## config.mk

```make
export PLATFORM = sky130hd
export DESIGN_NAME = pc_sequencer
export DESIGN_NICKNAME = d
export VERILOG_FILES = /design/src/rtl/pc_pkg.sv /design/src/rtl/pc_next_calc.sv /design/src/rtl/pc_sequencer.sv
export SDC_FILE = /design/constraint.sdc
export NUM_CORES = 1
export LEC_CHECK = 0
export ABC_AREA = 1
export BUFFER_PORTS_ARGS = -buffer_cell sky130_fd_sc_hd__clkbuf_2
export CAP_MARGIN = 20
export CORE_ASPECT_RATIO = 0.6
export CORE_UTILIZATION = 46
export CTS_CLUSTER_DIAMETER = 30
export DETAILED_ROUTE_END_ITERATION = 8
export PLACE_DENSITY = 0.79
export SYNTH_ARGS = -nofsm -noshare
export SYNTH_HDL_FRONTEND = slang
export SYNTH_HIERARCHICAL = 1
export SYNTH_SLANG_ARGS = --single-unit
```

## constraint.sdc

```tcl
create_clock -name clk -period 2.3 [get_ports clk]
set_input_delay 0.115 -clock clk [delete_from_list [all_inputs] [get_ports clk]]
set_output_delay 0.115 -clock clk [all_outputs]
set_load 0.05 [all_outputs]
```

## src/rtl/pc_pkg.sv

```systemverilog
// Shared types and helpers for the program-counter sequencer and its
// next-address calculator.
package pc_pkg;

  typedef enum logic [1:0] {
    IDLE,
    RUN,
    DONE
  } state_e;

  typedef enum logic [2:0] {
    SEL_SEQ,
    SEL_BR,
    SEL_J,
    SEL_JR,
    SEL_END
  } nextSel_e;

  // Relative branch target: base + sext16(imm); the caller keeps the low bits.
  function automatic logic [31:0] brRelTarget(input logic [31:0] base,
                                              input logic [15:0] imm);
    return base + {{16{imm[15]}}, imm};
  endfunction

endpackage

```

## src/rtl/pc_next_calc.sv

```systemverilog
// Combinational next-address selection: end-of-run, jr, j, taken branch,
// then sequential, in that priority order.
module pc_next_calc
  import pc_pkg::*;
#(
  parameter int ADDR_W    = 8,
  parameter int RESET_VEC = 0,
  parameter int END_ADDR  = 17,
  parameter bit BR_REL    = 1'b0
) (
  input  logic [ADDR_W-1:0] pc_i,
  input  logic              branch_i,
  input  logic              branchNe_i,
  input  logic              zero_i,
  input  logic              jump_i,
  input  logic              jumpReg_i,
  input  logic [15:0]       imm_i,
  input  logic [25:0]       jtarget_i,
  input  logic [31:0]       jrAddr_i,
  output logic [ADDR_W-1:0] nextPc_o,
  output nextSel_e          sel_o
);

  localparam logic [ADDR_W-1:0] END_PC   = ADDR_W'(END_ADDR);
  localparam logic [ADDR_W-1:0] RESET_PC = ADDR_W'(RESET_VEC);

  logic [ADDR_W-1:0] pcPlus1;
  logic [31:0]       relTarget;
  logic [ADDR_W-1:0] brTarget;
  logic              brTaken;
  logic              unusedBits;

  assign pcPlus1   = pc_i + ADDR_W'(1);
  assign relTarget = brRelTarget(32'(pcPlus1), imm_i);
  assign brTarget  = BR_REL ? relTarget[ADDR_W-1:0] : imm_i[ADDR_W-1:0];
  assign brTaken   = branch_i & (zero_i ^ branchNe_i);

  // Targets are deliberately truncated to the PC width; the high bits are dropped.
  assign unusedBits = ^{relTarget[31:ADDR_W], jrAddr_i[31:ADDR_W],
                        jtarget_i[25:ADDR_W], imm_i[15:ADDR_W]};

  always_comb begin
    sel_o    = SEL_SEQ;
    nextPc_o = pcPlus1;
    if (pc_i == END_PC) begin
      sel_o    = SEL_END;
      nextPc_o = RESET_PC;
    end else if (jumpReg_i) begin
      sel_o    = SEL_JR;
      nextPc_o = jrAddr_i[ADDR_W-1:0];
    end else if (jump_i) begin
      sel_o    = SEL_J;
      nextPc_o = jtarget_i[ADDR_W-1:0];
    end else if (brTaken) begin
      sel_o    = SEL_BR;
      nextPc_o = brTarget;
    end
  end

endmodule

```

## src/rtl/pc_sequencer.sv

```systemverilog
// Program-counter sequencer: IDLE/RUN/DONE run control, PC register,
// stall handling and a saturating retired-instruction counter.
module pc_sequencer
  import pc_pkg::*;
#(
  parameter int ADDR_W    = 8,
  parameter int RESET_VEC = 0,
  parameter int END_ADDR  = 17,
  parameter bit BR_REL    = 1'b0,
  parameter int CNT_W     = 16
) (
  input  logic              clk,
  input  logic              rst_n,
  input  logic              start_i,
  input  logic              stall_i,
  input  logic              branch_i,
  input  logic              branchNe_i,
  input  logic              zero_i,
  input  logic              jump_i,
  input  logic              jumpReg_i,
  input  logic [15:0]       imm_i,
  input  logic [25:0]       jtarget_i,
  input  logic [31:0]       jrAddr_i,
  output logic [ADDR_W-1:0] pc_o,
  output logic [ADDR_W-1:0] pcPlus1_o,
  output logic              busy_o,
  output logic              done_o,
  output logic              donePulse_o,
  output logic [CNT_W-1:0]  retired_o
);

  localparam logic [ADDR_W-1:0] RESET_PC = ADDR_W'(RESET_VEC);

  state_e            state_q, state_d;
  logic [ADDR_W-1:0] pc_q, pc_d;
  logic [CNT_W-1:0]  retired_q, retired_d;
  logic              done_q, done_d;
  logic              donePulse_q, donePulse_d;
  logic              busy_q, busy_d;

  logic [ADDR_W-1:0] nextPc;
  nextSel_e          nextSel;

  pc_next_calc #(
    .ADDR_W   (ADDR_W),
    .RESET_VEC(RESET_VEC),
    .END_ADDR (END_ADDR),
    .BR_REL   (BR_REL)
  ) u_next (
    .pc_i      (pc_q),
    .branch_i  (branch_i),
    .branchNe_i(branchNe_i),
    .zero_i    (zero_i),
    .jump_i    (jump_i),
    .jumpReg_i (jumpReg_i),
    .imm_i     (imm_i),
    .jtarget_i (jtarget_i),
    .jrAddr_i  (jrAddr_i),
    .nextPc_o  (nextPc),
    .sel_o     (nextSel)
  );

  always_comb begin
    state_d     = state_q;
    pc_d        = pc_q;
    retired_d   = retired_q;
    done_d      = done_q;
    donePulse_d = 1'b0;
    unique case (state_q)
      IDLE, DONE: begin
        pc_d = RESET_PC;
        if (start_i) begin
          state_d   = RUN;
          retired_d = '0;
          done_d    = 1'b0;
        end
      end
      RUN: begin
        // A stall freezes everything, including the end-of-run transition.
        if (!stall_i) begin
          pc_d      = nextPc;
          retired_d = (retired_q == '1) ? retired_q : retired_q + CNT_W'(1);
          if (nextSel == SEL_END) begin
            state_d     = DONE;
            done_d      = 1'b1;
            donePulse_d = 1'b1;
          end
        end
      end
      default: state_d = IDLE;
    endcase
    busy_d = (state_d == RUN);
  end

  always_ff @(posedge clk or negedge rst_n) begin
    if (!rst_n) begin
      state_q     <= IDLE;
      pc_q        <= RESET_PC;
      retired_q   <= '0;
      done_q      <= 1'b0;
      donePulse_q <= 1'b0;
      busy_q      <= 1'b0;
    end else begin
      state_q     <= state_d;
      pc_q        <= pc_d;
      retired_q   <= retired_d;
      done_q      <= done_d;
      donePulse_q <= donePulse_d;
      busy_q      <= busy_d;
    end
  end

  assign pc_o        = pc_q;
  assign pcPlus1_o   = pc_q + ADDR_W'(1);
  assign busy_o      = busy_q;
  assign done_o      = done_q;
  assign donePulse_o = donePulse_q;
  assign retired_o   = retired_q;

endmodule

```

==> key figures, run 1 <==
STA
  • Tcrit/Tclk final: 0.9050
  • Hold Vio Cnt, Final: 0
  • Clock skew: 0.004581 ns
  • Count of final setup violators: 0
  • Worst Tran Pin Value: 0.7266 ns
  • Hold WS: 0.06677 ns
  • Fmax: 480.4 MHz
  • RSZ-0062 raised after global routing: no
  • Setup TNS: 0 ns
  • Final WS setup: 0.2185 ns
  • Clock period minus worst slack: 2.081 ns
  • Relative slew slack: 0.5156
  • Final Max Slew Viols: 0

Layout
  • Layout cell share with drive strength beyond 1: 0.2965
  • Post-route insts no fill: 461
  • Most frequent cells in the layout: nand2_1, clkbuf_2, nand3_1
  • Core Util, Final: 0.5926
  • Most common cell after layout, fill and taps aside: nand2_1
  • Nets: 485
  • Ant diodes: 0
  • Layout area overhead: 20.61%

Flow run
  • Max cap viols: 0

Synthesis
  • Mapped Nets: 412
  • Synth Cell Area: 2301 um2
  • Flops & latches, synth: 29
  • Synth unique cells: 34
  • Synthesized instance count: 325
  • Seq/Total Area, Yosys: 0.3154
  • Synth Warn #: 6
  • Synth Area per Inst: 7.080 um2

Global routing
  • Initial antenna violation count: 0
  • Global-route wire length before repair: 9963 um
  • Largest net degree at the start of global routing: 30
  • All-Layer GR Usage: 0.2461
  • GRT overflow: 0
  • Via count of the first global-routing pass: 2130

Clock tree
  • CTS clock-pin slew for the worst setup and hold paths: 0.06 ns
  • Resize count post-CTS: 0
  • CTS Sinks: 29
  • Num CTS Buffers: 5
  • Clock latency on the worst-skew pair: 0.28 ns
  • CTS tree: yes
  • H-tree Lvls: 2
  • Clock root buffer: clkbuf_8
  • Max Root-Sink Buffers: 2

Place
  • I/O Buffers: 67
  • Post-DP HPWL: 4821 um
  • Placer Congestion: 0.8509
  • Setup WS pre-CTS: 0.5205 ns
  • DP Cell Count: 453

Floorplanning
  • FP Rows: 19
  • Chip width: 93.31 um
  • Die height: 56.79 um
  • Initial cell density of the core: 0.4913
  • Ports: 118
  • Core area: 4683 um2
  • Die ar.: 5298 um2

Worst setup path
  • Reg2reg end: busy_o$_DFF_PN0_
  • Worst setup SP type: flop
  • Critical path data required time: 2.18 ns
  • R2r worst-path depth: 11
  • Worst setup path start: pc_o[2]$_DFFE_PN0P_
  • Crit path capture type: output pin
  • Worst Path Max Fanout: 9
  • Critical Path AT: 1.97 ns
  • Reg-to-reg slack, setup: 0.46 ns
  • R2r startpoint: pc_o[1]$_DFFE_PN0P_
  • Critical path class: reg2out

Min path
  • Hold path endpoint: state_q[1]$_DFF_PN0_
  • HP Class: in2reg
  • Hold Crit Start: start_i
  • Hold Path Stages: 2

Drt
  • Via density: 5.230
  • WL final: 6124 um
  • Final antenna-violating net count: 0
  • Drt pass-1 iters: 4
  • Iteration-0 DRC count of the detailed router: 131
  • Via count: 2411
  • Per-cell routed wire length: 13.28 um
  • Post-route DRC: 0

Pwr
  • Pwr Density: 952.7 nW/um2
  • Leak: 0.001454 uW
  • Max VDD drop: 0.0004829 V

Outcome
  • Status: completed
==> cell families after synthesis <==
family                   Yosys count  synth area share
adder cells (fa/ha/maj)            4           0.02175
AO/OA/AOI/OAI                     44            0.1202
buffers and inverters             49           0.09896
flip-flops                        29            0.3154
AND/OR/NAND/NOR                  190            0.4095
XOR/XNOR                           9           0.03426
==> power by group <==
part	total [uW]	internal [uW]	switching [uW]	leakage, uW
logic	1470	377	1090	0.00103
clock network	426	237	189	0.0000443
registers	747	604	143	0.000375
total	2640	1220	1430	0.00145
==> through the flow <==
stage	cell area [um2]	power, uW
3_3_place_gp	2679	2186
2_1_floorplan	2301	1910
4_1_cts	2775	2650
6_report	2775	2644
5_1_grt	2775	2817
3_5_place_dp	2679	2219
==> how the worst max path moves through the flow <==
stage / slack (ns) / end
after floorplan: 0.08 / pcPlus1_o[6]
after detailed placement: 0.52 / pcPlus1_o[7]
after global routing: 0.16 / pcPlus1_o[7]
final: 0.22 / pcPlus1_o[7]
after global placement: 0.55 / busy_o$_DFF_PN0_
after CTS: 0.21 / pcPlus1_o[7]
==> worst max-delay path, cell delays in order (launching register included) <==
cell      delay [ns]
dfrtp_1         0.55
nand3_1         0.18
nor3_1          0.36
nand3_1         0.14
xor2_1          0.16
clkbuf_2        0.29
==> final cells by class <==
class / instances / area [um2]
inverter: 43 / 161.4
fill: 449 / 1908
multi-input combinational: 247 / 1348
sequential: 29 / 725.7
tap: 63 / 78.83
clock buffer: 7 / 86.33
timing repair buffer: 72 / 375.4
==> state kept, by name, summed over array words and instances (netlist names) <==
signal / flops
retired_o: 16
pc_o: 8
state_q: 2
busy_o: 1
donePulse_o: 1
done_o: 1
==> layer usage <==
metal	wire (um)	share of wire	track usage
met1	3204	0.52	0.3802
met2	2562	0.42	0.3487
met3	315	0.051	0.05014
met4	42	0.0069	0.05275
met5	0	0	0
==> what timing repair did <==
| item | 4_1_cts | 5_1_grt |
|---|---|---|
| buffers inserted | 0 | 0 |
| setup endpoints to repair | 0 | 0 |
| hold endpoints to repair | 29 | 0 |
| hold buffers | 1 | 0 |
==> cell usage after synthesis <==
cell type  count  share of area
or2_2          1         0.0027
buf_2          3         0.0065
a21oi_2        1         0.0038
nor2_1        24          0.039
o21a_1         2         0.0065
xor2_1         9          0.034
inv_1         38          0.062
nand2_4        3          0.015
nor3_1         3         0.0065
nor2_4         6          0.029
o21ai_2        9          0.034
nand4_1        6          0.016
nand3b_4       1         0.0087
nor2_2         3         0.0082
o21ai_0       15          0.033
buf_12         2          0.017
dfrtp_1       29           0.32
o211ai_1       1         0.0033
inv_2          4         0.0065
nand2_2       11          0.030
clkinv_1       1         0.0016
nand2_1       82           0.13
o21bai_1       1         0.0033
nand3b_1       1         0.0033
nand3_2        1         0.0044
nand2_8        1         0.0087
o22ai_1        7          0.019
buf_6          1         0.0049
nand3_1       44          0.096
o21ai_1        2         0.0044
a21oi_1        6          0.013
or2_1          2         0.0054
or2_0          1         0.0027
ha_1           4          0.022
Power figures use the tool's default switching activity.
==> run 2, diff against run 1 <==
Settings changed: ABC_AREA 1 to not set, CORE_UTILIZATION 46 to 45.
==> run 2 against run 1 <==
- sequential share of layout area is 0.92 points higher
- setup slack better by 0.10 ns
- first-iteration DRC count is 27% higher
- total power is 12% lower
- critical path depth is 4 higher
- synthesized area is 9.2% lower
- global-route usage is 0.82 points higher
- maximum frequency is 5.0% higher
- synthesized cell count is 23% lower
- largest cell class unchanged
==> key figures, run 2 <==
Outcome
  • Status: completed

Layout
  • Layout cell share with drive strength beyond 1: 0.3140
  • Final instance area: 2685 um2
  • Most common cell after layout, fill and taps aside: clkbuf_2
  • Most frequent cells in the layout: clkbuf_2, dfrtp_1, nand2_1
  • Ant diodes: 0
  • Post-route insts no fill: 388
  • Max FFs per register: 16
  • Nets: 414
  • Layout area overhead: 28.58%
  • Fill count: 388

Global routing
  • Initial antenna violation count: 0
  • GRT overflow: 0
  • All-Layer GR Usage: 0.2542
  • Global-route wire length before repair: 9604 um
  • Via count of the first global-routing pass: 2029
  • Largest net degree at the start of global routing: 30

Drt
  • Final antenna-violating net count: 0
  • Per-cell routed wire length: 14.89 um
  • Drt pass-1 iters: 4
  • Via count: 2249
  • Post-route DRC: 0
  • Via density: 5.796
  • WL final: 5779 um
  • Iteration-0 DRC count of the detailed router: 167

Pwr
  • Pwr Density: 867.1 nW/um2
  • Leak: 0.001258 uW
  • Max VDD drop: 0.0008266 V

Clock tree
  • Clock latency on the worst-skew pair: 0.29 ns
  • Postcts setup bufs: 0
  • CTS Sinks: 29
  • CTS clock-pin slew for the worst setup and hold paths: 0.07 ns
  • Num CTS Buffers: 5
  • H-tree Lvls: 2
  • Max Root-Sink Buffers: 2
  • CTS tree: yes
  • Clock root buffer: clkbuf_8

Synthesis
  • Synth Warn #: 6
  • Asr flop ratio synth: 1.000
  • Mapped Nets: 336
  • Synthesized instance count: 249
  • Post-synth top area share: 0.3475
  • Synth Cell Area: 2088 um2
  • Seq/Total Area, Yosys: 0.3475
  • Post-synth top area cell: dfrtp_1
  • Main synth FF type: dfrtp_1
  • Post-synth EDFFs: 0
  • Synth unique cells: 60
  • Flops & latches, synth: 29
  • Top-count cell post-synth: dfrtp_1
  • Most frequent cells after synthesis: dfrtp_1, nand2_1, nand3_1
  • Synth Area per Inst: 8.387 um2
  • Top cells by area, synth: dfrtp_1, nand3_1, nand2_1, xnor2_1, inv_1

Worst setup path
  • R2r worst-path depth: 9
  • Reg-to-reg slack, setup: 0.32 ns
  • Crit path capture type: flop
  • Worst Path Max Fanout: 5
  • CP Cell Sequence: inv_1, ha_1, nor4b_1, nand3_1, clkinv_1, nor2_1, nor4b_2, and2_1, o21a_1
  • Slowest cell on the critical path: dfrtp_1
  • Worst setup SP type: flop
  • Levels on crit path: 9
  • Delay of the slowest cell on the worst path: 0.38 ns
  • Crit-path leading delay family: simple AND/OR/NAND/NOR gates
  • Critical path data required time: 2.53 ns
  • Worst path bufs/invs: 2
  • Critical Path AT: 2.21 ns
  • Critical path class: reg2reg

Min path
  • HP Class: in2reg
  • Hold Path Stages: 5

STA
  • Worst Tran Pin Value: 0.7088 ns
  • Hold Vio Cnt, Final: 0
  • Relative slew slack: 0.5275
  • Fmax: 504.6 MHz
  • Hold WS: 0.1632 ns
  • Clock skew: 0.01253 ns
  • Clock period minus worst slack: 1.982 ns
  • Setup TNS: 0 ns
  • Count of final setup violators: 0
  • Tcrit/Tclk final: 0.8616
  • RSZ-0062 raised after global routing: no
  • Final Max Slew Viols: 0

Place
  • Dpl cell area: 2552 um2
  • DP Cell Count: 379
  • Post-DP HPWL: 4366 um
  • Placer Congestion: 0.8401
  • I/O Buffers: 67

Floorplanning
  • Die height: 54.77 um
  • Die ar.: 4926 um2
  • Initial cell density of the core: 0.4880
  • Chip width: 89.95 um
  • Core area: 4279 um2
  • FP Rows: 18
  • Ports: 118

Flow run
  • Max cap viols: 0
run 2: through the flow:
step / setup WS (ns) / total power [uW] / util
2_1_floorplan: 0.001541 / 1475 / -
3_3_place_gp: 0.2885 / 1742 / 0.5965
3_5_place_dp: 0.2344 / 1770 / 0.5965
4_1_cts: 0.2092 / 2327 / 0.6260
5_1_grt: 0.03527 / 2453 / 0.6275
6_report: 0.3184 / 2328 / 0.6275
run 2: what timing repair did:
item | in CTS | in global routing
hold buffers | 1 | 0
hold endpoints to repair | 29 | 0
resized for setup | 0 | 1
endpoints found under the setup margin | 0 | 2
run 2: logic make-up (layout without fill, tap and decap cells):
kind of cell	after synthesis	in the layout	share of synthesized area
simple gates	105	105	0.2768
compound gates	68	68	0.2289
flops	29	29	0.3475
buf+inv	29	108	0.05932
xor+xnor	12	12	0.05393
fa+ha+maj	4	4	0.02397
mux	2	2	0.009587
run 2: worst paths after layout:
path / end / start
hold reg to reg: done_o$_DFFE_PN0P_ / done_o$_DFFE_PN0P_
setup / recovery: done_o$_DFFE_PN0P_ / pc_o[1]$_DFFE_PN0P_
min in group asynchronous: retired_o[12]$_DFFE_PN0P_ / rst_n
setup reg to reg: done_o$_DFFE_PN0P_ / pc_o[1]$_DFFE_PN0P_
max in group asynchronous: pc_o[0]$_DFFE_PN0P_ / rst_n
hold / removal: pc_o[6]$_DFFE_PN0P_ / jrAddr_i[6]
run 2: tightest hold or removal path, stage by stage:
cell	delay [ns]
clkbuf_2	0.08
inv_1	0.04
a221oi_1	0.07
nand2_1	0.06
nand2_1	0.04
run 2: final cells by class:
class                      instances  area [um2]  area share
clock buffer                       7       86.33     0.03215
clock inverter                     1       30.03     0.01118
inverter                          17       63.81     0.02377
multi-input combinational        191        1245      0.4637
sequential                        29       726.9      0.2707
tap                               60       75.07     0.02796
timing repair buffer              83       457.9      0.1705
run 2: where the power goes:
group | switching [uW] | leakage (uW) | internal, uW
clock | 203 | 0.0000585 | 353
combinational | 730 | 0.000849 | 308
sequential | 134 | 0.000351 | 600
total | 1070 | 0.00126 | 1260
run 2: metal layers:
metal	global-route usage	vias to the layer above	wire length, um
li1	-	1076	-
met3	0.07500	8	551
met1	0.3467	1060	2824
met5	0	-	0
met4	0.07527	0	57
met2	0.3974	105	2345
==> run 3, diff against run 2 <==
Settings changed: CORE_UTILIZATION 45 to 44, REMOVE_ABC_BUFFERS set to 1, SYNTH_HIERARCHICAL 1 to not set.
==> run 3 against run 2 <==
- combinational power increased by 26%
- cell area down 9.1%
- critical path depth is 5 lower
- core utilization shrank 4.5 points
- via count fell by 9.6%
- register-to-register slack better by 0.08 ns
- clock skew decreased by 0.010 ns
- sequential cell count is the same
- cell count shrank 8.8%
- clock power down 27%
- critical path type is now reg2out
==> key figures, run 3 <==
Pwr
  • Pwr Density: 1028 nW/um2
  • Leak: 0.001120 uW
  • Max VDD drop: 0.0004408 V

Global routing
  • Initial antenna violation count: 0
  • Via count of the first global-routing pass: 1705
  • GRT overflow: 0
  • Global-route wire length before repair: 8321 um
  • Largest net degree at the start of global routing: 30
  • All-Layer GR Usage: 0.2376

Synthesis
  • Synth Area per Inst: 8.686 um2
  • Post-synth top area share: 0.3713
  • Asr flop ratio synth: 1.000
  • Synthesized instance count: 225
  • Top cells by area, synth: dfrtp_1, a21oi_1, o31ai_1, nand2_1, or4_1
  • Flops & latches, synth: 29
  • Most frequent cells after synthesis: dfrtp_1, a21oi_1, nand2_1
  • Main synth FF type: dfrtp_1
  • Post-synth EDFFs: 0
  • Seq/Total Area, Yosys: 0.3713
  • Synth Cell Area: 1954 um2
  • Synth unique cells: 53
  • Synth Warn #: 0
  • Top-count cell post-synth: dfrtp_1
  • Post-synth top area cell: dfrtp_1

STA
  • Fmax: 493.6 MHz
  • Hold Vio Cnt, Final: 0
  • Clock skew: 0.002466 ns
  • Count of final setup violators: 0
  • Hold WS: 0.04390 ns
  • Final Max Slew Viols: 0
  • Relative slew slack: 0.5235
  • Tcrit/Tclk final: 0.8808
  • Clock period minus worst slack: 2.026 ns
  • RSZ-0062 raised after global routing: no
  • Worst Tran Pin Value: 0.7148 ns

Drt
  • Post-route DRC: 0
  • WL final: 5316 um
  • Via count: 2032
  • Final antenna-violating net count: 0
  • Iteration-0 DRC count of the detailed router: 200
  • Via density: 5.740
  • Drt pass-1 iters: 4
  • Per-cell routed wire length: 15.02 um

Layout
  • Most frequent cells in the layout: clkbuf_2, dfrtp_1, a21oi_1
  • Ant diodes: 0
  • Nets: 379
  • Core Util, Final: 0.5827
  • Post-route insts no fill: 354
  • Most common cell after layout, fill and taps aside: clkbuf_2
  • Max FFs per register: 16
  • Fill count: 402
  • Layout area overhead: 24.90%
  • Layout cell share with drive strength beyond 1: 0.3027
  • Final instance area: 2441 um2

Place
  • Post-DP HPWL: 4038 um
  • I/O Buffers: 67
  • DP Cell Count: 345
  • Dpl cell area: 2349 um2
  • Placer Congestion: 0.8245

Floorplanning
  • Die height: 53.63 um
  • Die ar.: 4721 um2
  • Initial cell density of the core: 0.4665
  • Core area: 4189 um2
  • FP Rows: 18
  • Chip width: 88.04 um
  • Ports: 118

Clock tree
  • CTS clock-pin slew for the worst setup and hold paths: 0.06 ns
  • Num CTS Buffers: 5
  • H-tree Lvls: 2
  • Clock root buffer: clkbuf_8
  • Max Root-Sink Buffers: 2
  • CTS Sinks: 29
  • Clock latency on the worst-skew pair: 0.28 ns
  • CTS tree: yes

Min path
  • HP Class: in2reg

Worst setup path
  • Critical path endpoint: pcPlus1_o[7]
  • Reg2reg end: pc_o[7]$_DFFE_PN0P_
  • R2r worst-path depth: 4
  • Critical path class: reg2out
  • R2r startpoint: state_q[0]$_DFF_PN0_
  • Critical Path AT: 1.91 ns
  • Reg-to-reg slack, setup: 0.40 ns
  • Worst Path Max Fanout: 8
  • Critical path data required time: 2.18 ns
  • Worst setup SP type: flop
  • Worst setup path start: pc_o[2]$_DFFE_PN0P_
  • Crit path capture type: output pin

Flow run
  • Max cap viols: 0

Outcome
  • Status: completed
run 3: changes by cell type after synthesis, moves of 5 or more:
cell     change
o31ai_1     +13
nor2b_1      -5
a32oi_1      +5
a21oi_1     +14
a31oi_1      -6
nand3_1     -15
or4_1        +6
xnor2_1      -6
run 3: power breakdown:
part	leakage, uW	internal [uW]	switching (uW)
combinational	0.000699	346	962
clock	0.0000450	209	198
sequential	0.000377	615	178
run 3: per-stage QoR:
stage	power (uW)	setup TNS, ns	setup slack (ns)
after global placement	2084	0	0.4744
after CTS	2509	0	0.2690
after floorplan	1755	-0.1967	-0.1460
after detailed placement	2104	0	0.4100
final	2509	0	0.2742
after global routing	2645	0	0.1488
run 3: cell type report:
type / instances / area [um2] / share of cell area
clock inverters: 2 / 10.01 / 0.004100
clock buffers: 6 / 72.57 / 0.02973
well taps: 60 / 75.07 / 0.03075
multi-input cells: 171 / 1130 / 0.4628
inverters: 14 / 52.55 / 0.02153
repair buffers: 72 / 375.4 / 0.1538
flip-flops and latches: 29 / 725.7 / 0.2973
run 3: cells by family after synthesis:
logic type / share of synthesized area
xor+xnor: 0.01793
buf+inv: 0.05058
compound gates: 0.2811
flops: 0.3713
mux: 0.01601
fa+ha+maj: 0.01921
simple gates: 0.2439
run 3: critical path, cell delays in order (launching register included):
cell and delay, ns:
dfrtp_1 0.50, nand3_1 0.24, o31a_1 0.35, or2_2 0.30
clkbuf_2 0.24
run 3: metal layers:
metal / vias up / wire [um] / GRT usage
li1: 996 / - / -
met1: 965 / 2720 / 0.3540
met2: 65 / 2219 / 0.3333
met3: 6 / 339 / 0.06442
met4: 0 / 37 / 0.06989
met5: - / 0 / 0
run 3: how the worst min path moves through the flow:
stage | start | to | slack, ns | cells past startpoint
5_1_grt | start_i | state_q[1]$_DFF_PN0_ | 0.07 | 2
3_5_place_dp | rst_n | retired_o[11]$_DFFE_PN0P_ | 0.21 | 1
6_report | start_i | state_q[1]$_DFF_PN0_ | 0.04 | 2
2_1_floorplan | rst_n | busy_o$_DFF_PN0_ | -0.18 | 0
4_1_cts | start_i | state_q[1]$_DFF_PN0_ | 0.04 | 2
3_3_place_gp | rst_n | retired_o[13]$_DFFE_PN0P_ | 0.21 | 1
run 3: repair_timing:
action                                  CTS  global route
endpoints found under the setup margin    0             0
hold endpoints to repair                 29             0
gates resized for setup                   0             0
hold buffers                              1             0
buffers inserted                          0             0
